==> src/rtl/fadd_arbiter.sv <==
`default_nettype none
// ============================================================================
//  Module      : fadd_arbiter
//  Description : Shares one fixed-latency pipelined fadd unit between NREQ
//                requesters. Round-robin grant, a tag pipeline that follows
//                each operation through the fadd, per-requester result FIFOs,
//                and credits that reserve a FIFO slot for every issued op.
//  Revision    : 1.0 - initial release
// ============================================================================
module fadd_arbiter #(
  parameter int NREQ   = 2,
  parameter int NSTAGE = 2,
  parameter int RDEPTH = 2
) (
  input  logic               clk,
  input  logic               rstn,
  input  logic [NREQ-1:0]    req_valid,
  output logic [NREQ-1:0]    req_ready,
  input  logic [32*NREQ-1:0] req_x1,
  input  logic [32*NREQ-1:0] req_x2,
  output logic [NREQ-1:0]    resp_valid,
  input  logic [NREQ-1:0]    resp_ready,
  output logic [32*NREQ-1:0] resp_y,
  output logic [NREQ-1:0]    resp_ovf,
  output logic [31:0]        fadd_x1,
  output logic [31:0]        fadd_x2,
  input  logic [31:0]        fadd_y,
  input  logic               fadd_ovf,
  output logic               busy
);

  localparam int IDW = (NREQ > 1) ? $clog2(NREQ) : 1;
  localparam int CW  = $clog2(RDEPTH + 1);
  localparam int PW  = (RDEPTH > 1) ? $clog2(RDEPTH) : 1;
  localparam logic [IDW-1:0] LAST_ID     = IDW'(NREQ - 1);
  localparam logic [PW-1:0]  LAST_SLOT   = PW'(RDEPTH - 1);
  localparam logic [CW-1:0]  FULL_CREDIT = CW'(RDEPTH);

  logic [IDW-1:0]  ptr;
  logic [NREQ-1:0] has_credit;
  logic [NREQ-1:0] eligible;
  logic [NREQ-1:0] grant;
  logic [IDW-1:0]  grant_id;
  logic            grant_any;

  logic [NSTAGE:0] tag_v;
  logic [IDW-1:0]  tag_id [NSTAGE+1];

  logic [NREQ-1:0] push;
  logic [NREQ-1:0] pop;
  logic [NREQ-1:0] nonempty;

  // Gating with rstn keeps req_ready low while the block is held in reset.
  assign eligible  = req_valid & has_credit & {NREQ{rstn}};
  assign req_ready = grant;
  assign busy      = (|tag_v) | (|nonempty);

  // Round-robin search starting one past the last granted requester.
  always_comb begin
    grant     = '0;
    grant_id  = '0;
    grant_any = 1'b0;
    for (int k = 1; k <= NREQ; k++) begin
      if (!grant_any && eligible[(int'(ptr) + k) % NREQ]) begin
        grant[(int'(ptr) + k) % NREQ] = 1'b1;
        grant_id  = IDW'((int'(ptr) + k) % NREQ);
        grant_any = 1'b1;
      end
    end
  end

  // Operand register feeding the fadd; holds its value on idle cycles.
  always_ff @(posedge clk or negedge rstn) begin
    if (!rstn) begin
      fadd_x1 <= '0;
      fadd_x2 <= '0;
      ptr     <= LAST_ID;
    end else if (grant_any) begin
      fadd_x1 <= req_x1[32*int'(grant_id) +: 32];
      fadd_x2 <= req_x2[32*int'(grant_id) +: 32];
      ptr     <= grant_id;
    end
  end

  // Tag pipeline: stage NSTAGE lines up with the fadd result on its inputs.
  always_ff @(posedge clk or negedge rstn) begin
    if (!rstn) begin
      tag_v <= '0;
      for (int s = 0; s <= NSTAGE; s++) begin
        tag_id[s] <= '0;
      end
    end else begin
      tag_v     <= {tag_v[NSTAGE-1:0], grant_any};
      tag_id[0] <= grant_id;
      for (int s = 1; s <= NSTAGE; s++) begin
        tag_id[s] <= tag_id[s-1];
      end
    end
  end

  genvar i;
  generate
    for (i = 0; i < NREQ; i++) begin : g_req
      logic [32:0]   mem [RDEPTH];
      logic [PW-1:0] wp;
      logic [PW-1:0] rp;
      logic [CW-1:0] cnt;
      logic [CW-1:0] credit;
      logic [32:0]   head;

      assign push[i]       = tag_v[NSTAGE] && (tag_id[NSTAGE] == IDW'(i));
      assign nonempty[i]   = (cnt != '0);
      assign pop[i]        = nonempty[i] && resp_ready[i];
      assign has_credit[i] = (credit != '0);
      assign head          = mem[rp];

      assign resp_valid[i]      = nonempty[i];
      assign resp_y[32*i +: 32] = nonempty[i] ? head[31:0] : 32'd0;
      assign resp_ovf[i]        = nonempty[i] & head[32];

      // Result storage; no reset needed because cnt qualifies every read.
      always_ff @(posedge clk) begin
        if (push[i]) begin
          mem[wp] <= {fadd_ovf, fadd_y};
        end
      end

      // FIFO pointers and occupancy; write and pop together leave cnt alone.
      always_ff @(posedge clk or negedge rstn) begin
        if (!rstn) begin
          wp  <= '0;
          rp  <= '0;
          cnt <= '0;
        end else begin
          if (push[i]) begin
            wp <= (wp == LAST_SLOT) ? '0 : wp + 1'b1;
          end
          if (pop[i]) begin
            rp <= (rp == LAST_SLOT) ? '0 : rp + 1'b1;
          end
          if (push[i] && !pop[i]) begin
            cnt <= cnt + 1'b1;
          end else if (!push[i] && pop[i]) begin
            cnt <= cnt - 1'b1;
          end
        end
      end

      // Credits: one consumed per grant, one returned per pop.
      always_ff @(posedge clk or negedge rstn) begin
        if (!rstn) begin
          credit <= FULL_CREDIT;
        end else if (grant[i] && !pop[i]) begin
          credit <= credit - 1'b1;
        end else if (!grant[i] && pop[i]) begin
          credit <= credit + 1'b1;
        end
      end
    end
  endgenerate

endmodule
`default_nettype wire
==> config.mk <==
export PLATFORM = sky130hd
export DESIGN_NAME = fadd_arbiter
export DESIGN_NICKNAME = d
export VERILOG_FILES = /design/src/rtl/fadd_arbiter.sv
export SDC_FILE = /design/constraint.sdc
export NUM_CORES = 1
export LEC_CHECK = 0
export CAP_MARGIN = 20
export CORE_MARGIN = 4
export CORE_UTILIZATION = 41
export DETAILED_ROUTE_END_ITERATION = 6
export PLACE_DENSITY = 0.77
export SLEW_MARGIN = 20
export SYNTH_ARGS = -nofsm -noshare
export SYNTH_HDL_FRONTEND = slang
export SYNTH_SLANG_ARGS = --single-unit
==> constraint.sdc <==
create_clock -name clk -period 2.2 [get_ports clk]
set_input_delay 0.22 -clock clk [delete_from_list [all_inputs] [get_ports clk]]
set_output_delay 0.22 -clock clk [all_outputs]
set_load 0.01 [all_outputs]
==> impl_metrics.tcl, run 1 <==
set metrics [dict create \
    synth.top_cells.by_area "edfxtp_1, dfrtp_1, mux2i_1" \
    remaining_drc_errors 0 \
    finalCriticalPeriod_ns 2.13 \
    critPathMaxStageDelay_ns 0.54 \
    grt-ovfl-total 0 \
    syn_avg_cell_area_um2 15.3 \
    vias_per_cell 5.22 \
    ios 302 \
    drt_pass1_iterations 4 \
    yosysSeqAreaShare_pct 69.4 \
    grt_pass1_wl_um 36200 \
    diodes 0 \
    synth_edf_count 132 \
    yosys.area.top_type "edfxtp_1" \
    num_vias 6098 \
    port_buffers 301 \
    ys_ff_latch 215 \
    die_x_um 154 \
    die_h_um 154 \
    clock.fmax_mhz 469 \
    ir_worst_vdd_mv 0.508 \
    wirelength_um 23800 \
    start_util_pct 41.6 \
    synth_area_um2 8720 \
    coreArea_um2 21000 \
    path_clk_slew_ns 0.06 \
    fin_tns_setup_ns 0 \
    clockBufferDepth 3 \
    utilization_pct 61.6 \
    finalSetupViolCount 0 \
    syn_nets 739 \
    ys_warn_count 0 \
    endpoint_kind "primary output" \
    gp_congestion 0.778 \
    synth_cells 568 \
    period_share_pct 96.9 \
    clock-root-buffer "clkbuf_16" \
    grt_max_degree 67 \
    netlist.area_leader.share_pct 45.5 \
    wire_per_inst_um 20.4 \
    skew_ns 0.00945 \
    power.leakage_uw 0.00549 \
    rsz0062_at_grt "no" \
    synth_top_cells_by_count "edfxtp_1, dfrtp_1, nor2_1" \
    grt_pass1_vias 6372 \
    grt_usage_pct 19.3 \
    ys_types 27 \
    rows 53 \
    hold_violations 0 \
    place_area_um2 12100 \
    cts_sinks 215 \
    crit_fanout 13 \
    fin_nets 1047 \
    path_cells "buf_4 > mux2i_1 > nor2_1 > clkdlybuf4s50_1" \
    cts_tree "built" \
    crit_arrival_ns 1.91 \
    holdWs_ns 0.347 \
    required_ns 1.98 \
    cts_max_level 1 \
    status "complete, no violations" \
    final_layout_size_suffix_gt1_share_pct 9.41 \
    crit_path_top_delay_cell "clkdlybuf4s50_1" \
    stdcell_area_um2 12900 \
    holdCritPathClass "primary input to async pin" \
    dp_hpwl_um 15800 \
    drt-initial-drc-count 367 \
    p_per_area_nw_per_um2 642 \
    antenna_found_initial 0 \
    async_reset_ff_share_pct 38.6 \
    yosysMostFrequentCell "edfxtp_1" \
    area_growth_pct 48.0 \
    slew_headroom_pct 43.1 \
    cts_buffers 23 \
    insertion_delay_ns 0.50 \
    cap_violations 0 \
    drv_slew 0 \
    synthFlopType "edfxtp_1" \
    final_antenna_net_count 0 \
    cp-start-kind "flip-flop" \
    worst-setup-path-type "flip-flop to primary output" \
    dieArea_um2 23700 \
    tightest_slew_ns 0.854 \
]
==> final timing paths <==
kind	start	endpoint	slack, ns	cells past startpoint
max in group asynchronous	rstn	fadd_x2[9]	1.04	3
worst min register to register	tag_id[1]	tag_id[0]	0.35	0
worst max-delay path	g_req[0].rp	resp_y[11]	0.07	4
min in group clk	tag_id[1]	tag_id[0]	0.35	0
worst max register to register	g_req[1].credit[0]	fadd_x1[22]	0.39	4
worst min-delay path	rstn	g_req[1].wp	0.35	3
==> flip-flops by register name (all words and copies together), names as in the netlist <==
signal        cells
ptr               1
g_req.cnt         4
tag_v             3
g_req.rp          2
fadd_x2          32
g_req.wp          2
tag_id            3
g_req.mem       132
fadd_x1          32
g_req.credit      4
==> stage by stage <==
step / setup slack, ns / std cells / power (uW)
6_report: 0.0681 / 1168 / 8280
3_5_place_dp: 0.165 / 1122 / 4730
2_1_floorplan: 0.296 / 568 / 4380
3_3_place_gp: 0.174 / 1122 / 4720
4_1_cts: -0.0288 / 1167 / 8400
5_1_grt: 0.00110 / 1168 / 8570
==> report_power, final <==
part / internal [uW] / switching, uW / total, uW
combinational: 260 / 99.6 / 359
sequential: 4290 / 0 / 4290
clock: 2170 / 1460 / 3630
==> per-layer routing <==
metal / track usage (%) / up-vias / part of all wire, %
met2: 33.6 / 282 / 49
met3: 5.60 / 38 / 9.0
met4: 4.79 / 0 / 2.1
li1: - / 2778 / -
met5: 0 / - / 0
met1: 23.9 / 3000 / 40
==> kinds of logic after synthesis <==
logic type / after synthesis / synth area share, %
and+or+nand+nor: 149 / 9.32
adders and majority gates: 4 / 0.574
muxes: 66 / 7.58
buffers and inverters: 49 / 2.77
xor gates and xnor gates: 16 / 1.61
AOI/OAI and AO/OA: 69 / 8.80
DFF: 215 / 69.4
==> repair_timing <==
item	in CTS	in global routing
cloned	0	0
gates resized for setup	36	22
endpoints found under the setup margin	45	23
hold endpoints to repair	17	0
hold buffers	1	0
buffers inserted	2	1
==> critical path: cells and delay by family, from the launching register on <==
family	cells	cell delay (ns)
multiplexers	1	0.15
AND/OR/NAND/NOR	1	0.10
flip-flops	1	0.40
buffers and inverters	2	0.76
==> cell usage in the layout, fill, tap and decap left out, drive strengths merged <==
cell type and n:
o211ai 2, a31o 1, clkinv 3, edfxtp 132
and2 1, nand3 1, buf 24, dlygate4sd2 33
clkdlybuf4s50 245, dfrtp 80, dlymetal6s2s 22, o21ai 1
o221a 64, dfstp 3, nand2 5, or2 1
xor2 6, nor2 74, ha 4, nor3 1
inv 8, o21bai 1, nand3b 64, nand2b 1
mux2i 66, bufinv 1, dlygate4sd3 1, clkbuf 37
and3 1, xnor2 10
==> final cells by class <==
cell class | count | area (um^2)
clock buffers | 37 | 659
clock inverters | 5 | 52.6
fillers | 1598 | 8050
inverters | 7 | 26.3
multi-input cells | 304 | 2490
flip-flops and latches | 215 | 6050
well taps | 275 | 344
repair buffers | 325 | 3290
Power figures use the tool's default switching activity.
==> run 2, diff against run 1 <==
- CORE_UTILIZATION: 41 -> 36
- PLACE_DENSITY: 0.77 -> 0.69
==> run 2 against run 1 <==
  * Power up 2.5%
  * Clock power up 5.8%
  * Worst setup slack better by 0.036 ns
  * Die area up 13%
  * Critical path depth unchanged
  * Fmax up 1.7%
  * Largest cell class unchanged
  * Non-clock buffer count up 6
  * Sequential power about the same
==> impl_metrics.tcl, run 2 (same netlist as run 1, synthesis figures left out) <==
set metrics [dict create \
    grt-ovfl-total 0 \
    fin_ws_ns 0.104 \
    vias_per_cell 4.95 \
    required_ns 1.98 \
    finalCriticalPeriod_ns 2.10 \
    drv_slew 0 \
    final_antenna_net_count 0 \
    ir_worst_vdd_mv 0.345 \
    final_common_cell "clkdlybuf4s50_1" \
    path_clk_slew_ns 0.05 \
    tightest_slew_ns 0.769 \
    cts_sinks 215 \
    seq_area_um2 6050 \
    die_x_um 164 \
    final_layout_size_suffix_gt1_share_pct 11.4 \
    hold_violations 0 \
    clock.fmax_mhz 477 \
    rows 56 \
    cp-start-kind "flip-flop" \
    worst-setup-path-type "flip-flop to primary output" \
    rsz0062_at_grt "no" \
    finalSetupViolCount 0 \
    period_share_pct 95.3 \
    grt_max_degree 83 \
    switching_share_pct 19.1 \
    coreArea_um2 23600 \
    p_switching_uw 1630 \
    cts_tree "built" \
    clockBufferDepth 3 \
    crit_arrival_ns 1.88 \
    gp_congestion 0.760 \
    power_frac_comb_pct 4.3 \
    dp_hpwl_um 15800 \
    holdWs_ns 0.297 \
    utilization_pct 55.3 \
    skew_ns 0.0127 \
    grt_usage_pct 17.8 \
    power.leakage_uw 0.00540 \
    endpoint_kind "primary output" \
    holdCritPathClass "primary input to async pin" \
    drt_pass1_iterations 4 \
    insertion_delay_ns 0.50 \
    start_util_pct 36.9 \
    cts_buffers 24 \
    clockPowerShare_pct 45.2 \
    multiInputGateArea_um2 2500 \
    fin_tns_setup_ns 0 \
    cap_violations 0 \
    port_buffers 301 \
    area_growth_pct 49.8 \
    place_ws_ns 0.162 \
    status "complete, no violations" \
    drt-initial-drc-count 328 \
    largest_register_ffs 132 \
    pwr-share-seq_pct 50.5 \
    num_vias 6049 \
    crit_fanout 4 \
    antenna_found_initial 3 \
    remaining_drc_errors 0 \
    nFillCells 1990 \
    wire_per_inst_um 20.0 \
    final_cell_mix "clkdlybuf4s50_1, edfxtp_1, dfrtp_1, nor2_1, mux2i_1" \
    cts_max_level 1 \
    grt_pass1_wl_um 37200 \
    regMostFlops "g_req.mem" \
    wirelength_um 24500 \
    die_h_um 164 \
    p_per_area_nw_per_um2 651 \
    clock-root-buffer "clkbuf_16" \
    ios 302 \
    slew_headroom_pct 48.7 \
    reg_top3 "g_req.mem (132), fadd_x1 (32), fadd_x2 (32)" \
    fin_nets 1054 \
    grt_pass1_vias 6475 \
    dieArea_um2 26800 \
    internal-power_uw 6870 \
]
run 2: cell types whose count changed in the layout (fill, tap and decap cells not counted), moves of 3 or more:
cell             delta
clkinv_1            +4
buf_4               +3
dlygate4sd2_1      +27
clkinv_2            +4
clkbuf_1            -9
clkdlybuf4s50_1    -13
dlymetal6s2s_1     -17
run 2: critical path, stage by stage (launching register included):
cell           delay (ns)
dfrtp_1              0.45
or2_1                0.25
a31o_2               0.28
inv_1                0.08
dlygate4sd2_1        0.32
run 2: routing by layer:
layer	GRT usage [%]	up-vias	share of wire, %
met5	0	-	0.053
met4	4.80	2	1.8
met3	6.66	38	11
met2	28.5	278	47
met1	22.8	2942	41
li1	-	2789	-
run 2: path summary, 6_finish.rpt:
| check | from | slack, ns | endpoint | cells past startpoint |
|---|---|---|---|---|
| worst max-delay path | g_req[0].credit[0] | 0.10 | req_ready[1] | 4 |
| worst min-delay path | rstn | 0.30 | ptr | 2 |
| worst max register to register | g_req[0].credit[0] | 0.38 | fadd_x2[19] | 4 |
| worst min register to register | tag_id[2] | 0.35 | tag_id[1] | 0 |
| max in group asynchronous | rstn | 1.08 | g_req[1].rp | 3 |
| min in group clk | req_x1[26] | 0.35 | fadd_x1[26] | 2 |
run 2: power groups by stage:
stage	Sequential, uW	Clock, uW	Combinational, uW
6_report	4290	3840	363
5_1_grt	4290	4140	386
4_1_cts	4290	3970	367
3_5_place_dp	4370	0	364
3_3_place_gp	4370	0	355
2_1_floorplan	4370	0	0.222
run 2: per-stage QoR:
step,instance area (um^2),total power [uW],instances
after floorplan,8720,4380,568
after global placement,12200,4730,1161
after detailed placement,12200,4740,1161
after CTS,13100,8630,1221
after global routing,13100,8810,1222
final,13100,8500,1222
run 2: timing repair:
item	CTS	global route
cloned	2	0
gates resized for setup	70	9
endpoints found under the setup margin	66	8
hold buffers	1	0
pin swaps	1	0
setup buffers	13	0
endpoints found under the hold margin	1	0
run 2: area by class of cell:
cell class / instances / share of cell area [%]
diodes: 2 / 0.0383
clock buffers: 31 / 5.28
clock inverters: 13 / 0.661
inverters: 7 / 0.201
multi-input cells: 304 / 19.1
flip-flops and latches: 215 / 46.3
well taps: 319 / 3.06
repair buffers: 331 / 25.3
==> run 3, diff against run 2 <==
- CELL_PAD_IN_SITES_DETAIL_PLACEMENT: not set -> 1
- CELL_PAD_IN_SITES_GLOBAL_PLACEMENT: not set -> 1
- CTS_CLUSTER_SIZE: not set -> 30
- PLACE_DENSITY: 0.69 -> not set
- PLACE_DENSITY_LB_ADDON: not set -> 0.1
- clock period: 2.2 -> 2.3 ns (I/O delays scaled with it)
==> run 3 against run 2 <==
  * Critical path type unchanged
  * Clock-buffer cell count shrank 1
  * Largest cell class unchanged
  * Core utilization shrank 0.12 points
  * Hold slack lost 0.18 ns
  * Final cell count shrank 0.82%
  * Global-route usage grew 2.3 points
  * Critical endpoint is now resp_y[43]
  * Wire length grew 11%
==> impl_metrics.tcl, run 3 (same netlist as run 1, synthesis figures left out) <==
set metrics [dict create \
    antenna_found_initial 3 \
    crit_arrival_ns 2.01 \
    finalCriticalPeriod_ns 2.24 \
    worst-setup-path-type "flip-flop to primary output" \
    die_x_um 164 \
    vias_per_cell 5.05 \
    drt_pass1_iterations 4 \
    cp-start-kind "flip-flop" \
    grt_usage_pct 20.0 \
    endpoint_kind "primary output" \
    p_per_area_nw_per_um2 618 \
    tightest_slew_ns 0.754 \
    finalSetupViolCount 0 \
    insertion_delay_ns 0.50 \
    clock-root-buffer "clkbuf_16" \
    start_util_pct 36.9 \
    die_h_um 164 \
    ios 302 \
    cts_tree "built" \
    path_clk_slew_ns 0.06 \
    utilization_pct 55.2 \
    clockBufferDepth 3 \
    area_growth_pct 49.5 \
    multiInputGateArea_um2 2490 \
    reg_top3 "g_req.mem (132), fadd_x1 (32), fadd_x2 (32)" \
    grt_max_degree 67 \
    gp_congestion 0.747 \
    coreArea_um2 23600 \
    dp_hpwl_um 18700 \
    cts_sinks 215 \
    holdCritPathClass "primary input to async pin" \
    path_cells "bufbuf_16 > mux2i_1 > nor2_1 > clkdlybuf4s50_1" \
    drt-initial-drc-count 301 \
    rows 56 \
    nFillCells 2297 \
    power.leakage_uw 0.00526 \
    place_area_um2 12200 \
    crit_fanout 14 \
    cap_violations 0 \
    final_common_cell "clkdlybuf4s50_1" \
    clock.fmax_mhz 447 \
    rsz0062_at_grt "no" \
    dieArea_um2 26800 \
    status "complete, no violations" \
    fin_nets 1045 \
    port_buffers 301 \
    grt_pass1_wl_um 41500 \
    wire_per_inst_um 22.4 \
    skew_ns 0.0173 \
    stdcell_area_um2 13000 \
    drv_slew 0 \
    period_share_pct 97.3 \
    ir_worst_vdd_mv 0.367 \
    hold_violations 0 \
    final_antenna_net_count 0 \
    largest_register_ffs 132 \
    required_ns 2.07 \
    grt_pass1_vias 6848 \
    grt-ovfl-total 0 \
    seq_area_um2 6050 \
    regMostFlops "g_req.mem" \
    critPathMaxStageDelay_ns 0.54 \
    wirelength_um 27200 \
    crit_path_top_delay_cell "clkdlybuf4s50_1" \
    final_cell_mix "clkdlybuf4s50_1, edfxtp_1, dfrtp_1, nor2_1, mux2i_1" \
    final_layout_size_suffix_gt1_share_pct 9.55 \
    cts_buffers 22 \
    slew_headroom_pct 49.7 \
    cts_max_level 1 \
    num_vias 6119 \
    remaining_drc_errors 0 \
    fin_tns_setup_ns 0 \
]
[run 3: cell types whose count changed in the layout (fill, tap and decap cells not counted), moves of 2 or more]
cell,delta
clkdlybuf4s15_2,-2
clkbuf_8,-2
nor2_2,-2
clkbuf_4,+2
dlygate4sd2_1,-56
clkdlybuf4s50_1,+47
nor2_1,+2
clkbuf_16,-3
buf_4,-6
clkinv_2,-4
clkbuf_1,+2
bufinv_16,+2
dlymetal6s2s_1,+12
[run 3: routing by layer]
metal | part of all wire (%) | global-route usage, % | vias up
met1 | 39 | 24.6 | 3097
met3 | 8.4 | 6.21 | 28
met2 | 51 | 34.7 | 224
met5 | 0.048 | 0 | -
li1 | - | - | 2768
met4 | 1.4 | 4.54 | 2
[run 3: layout make-up]
type	count	area share [%]
Clock buffer	30	4.68
Clock inverter	10	0.912
Antenna cell	3	0.0576
Tap cell	319	3.06
Inverter	7	0.202
Timing Repair Buffer	324	25.6
Multi-Input combinational cell	304	19.1
Sequential cell	215	46.4
[run 3: per-stage QoR]
step	setup WS [ns]	instances	hold WS, ns	total power (uW)
2_1_floorplan	0.0185	568	-0.0656	4180
3_3_place_gp	0.267	1165	0.0798	4520
3_5_place_dp	0.215	1165	0.0799	4540
4_1_cts	0.00345	1209	0.119	8170
5_1_grt	0.00895	1211	0.107	8360
6_report	0.0632	1212	0.121	8050
[run 3: repair_timing]
action                                 4_1_cts  5_1_grt
resized for setup                            8       19
pin swaps                                    0        1
setup endpoints to repair                   55       18
setup buffers                                2        0
hold buffers                                 1        0
endpoints found under the hold margin       30        0
cloned                                       1        0
[run 3: worst max-delay path: cells and delay by family (launching register included)]
kind | cells | cell delay (ns)
multiplexers | 1 | 0.13
buffers and inverters | 2 | 0.85
flip-flops | 1 | 0.45
AND/OR/NAND/NOR | 1 | 0.08
[run 3: final timing paths]
| check | cells past startpoint | to | slack [ns] | start |
|---|---|---|---|---|
| max in group asynchronous | 4 | g_req[1].rp | 0.81 | rstn |
| min in group clk | 0 | tag_id[0] | 0.35 | tag_id[1] |
| worst min register to register | 0 | tag_id[0] | 0.35 | tag_id[1] |
| worst max-delay path | 4 | resp_y[43] | 0.06 | g_req[1].rp |
| worst min-delay path | 2 | fadd_x2[19] | 0.12 | rstn |
| worst max register to register | 4 | fadd_x2[14] | 0.42 | g_req[1].credit[0] |
[run 3: where the power goes]
part	switching [uW]	total [uW]	internal [uW]
Combinational	101	350	249
Sequential	0	4100	4100
Clock	1410	3590	2190
Total	1510	8050	6540
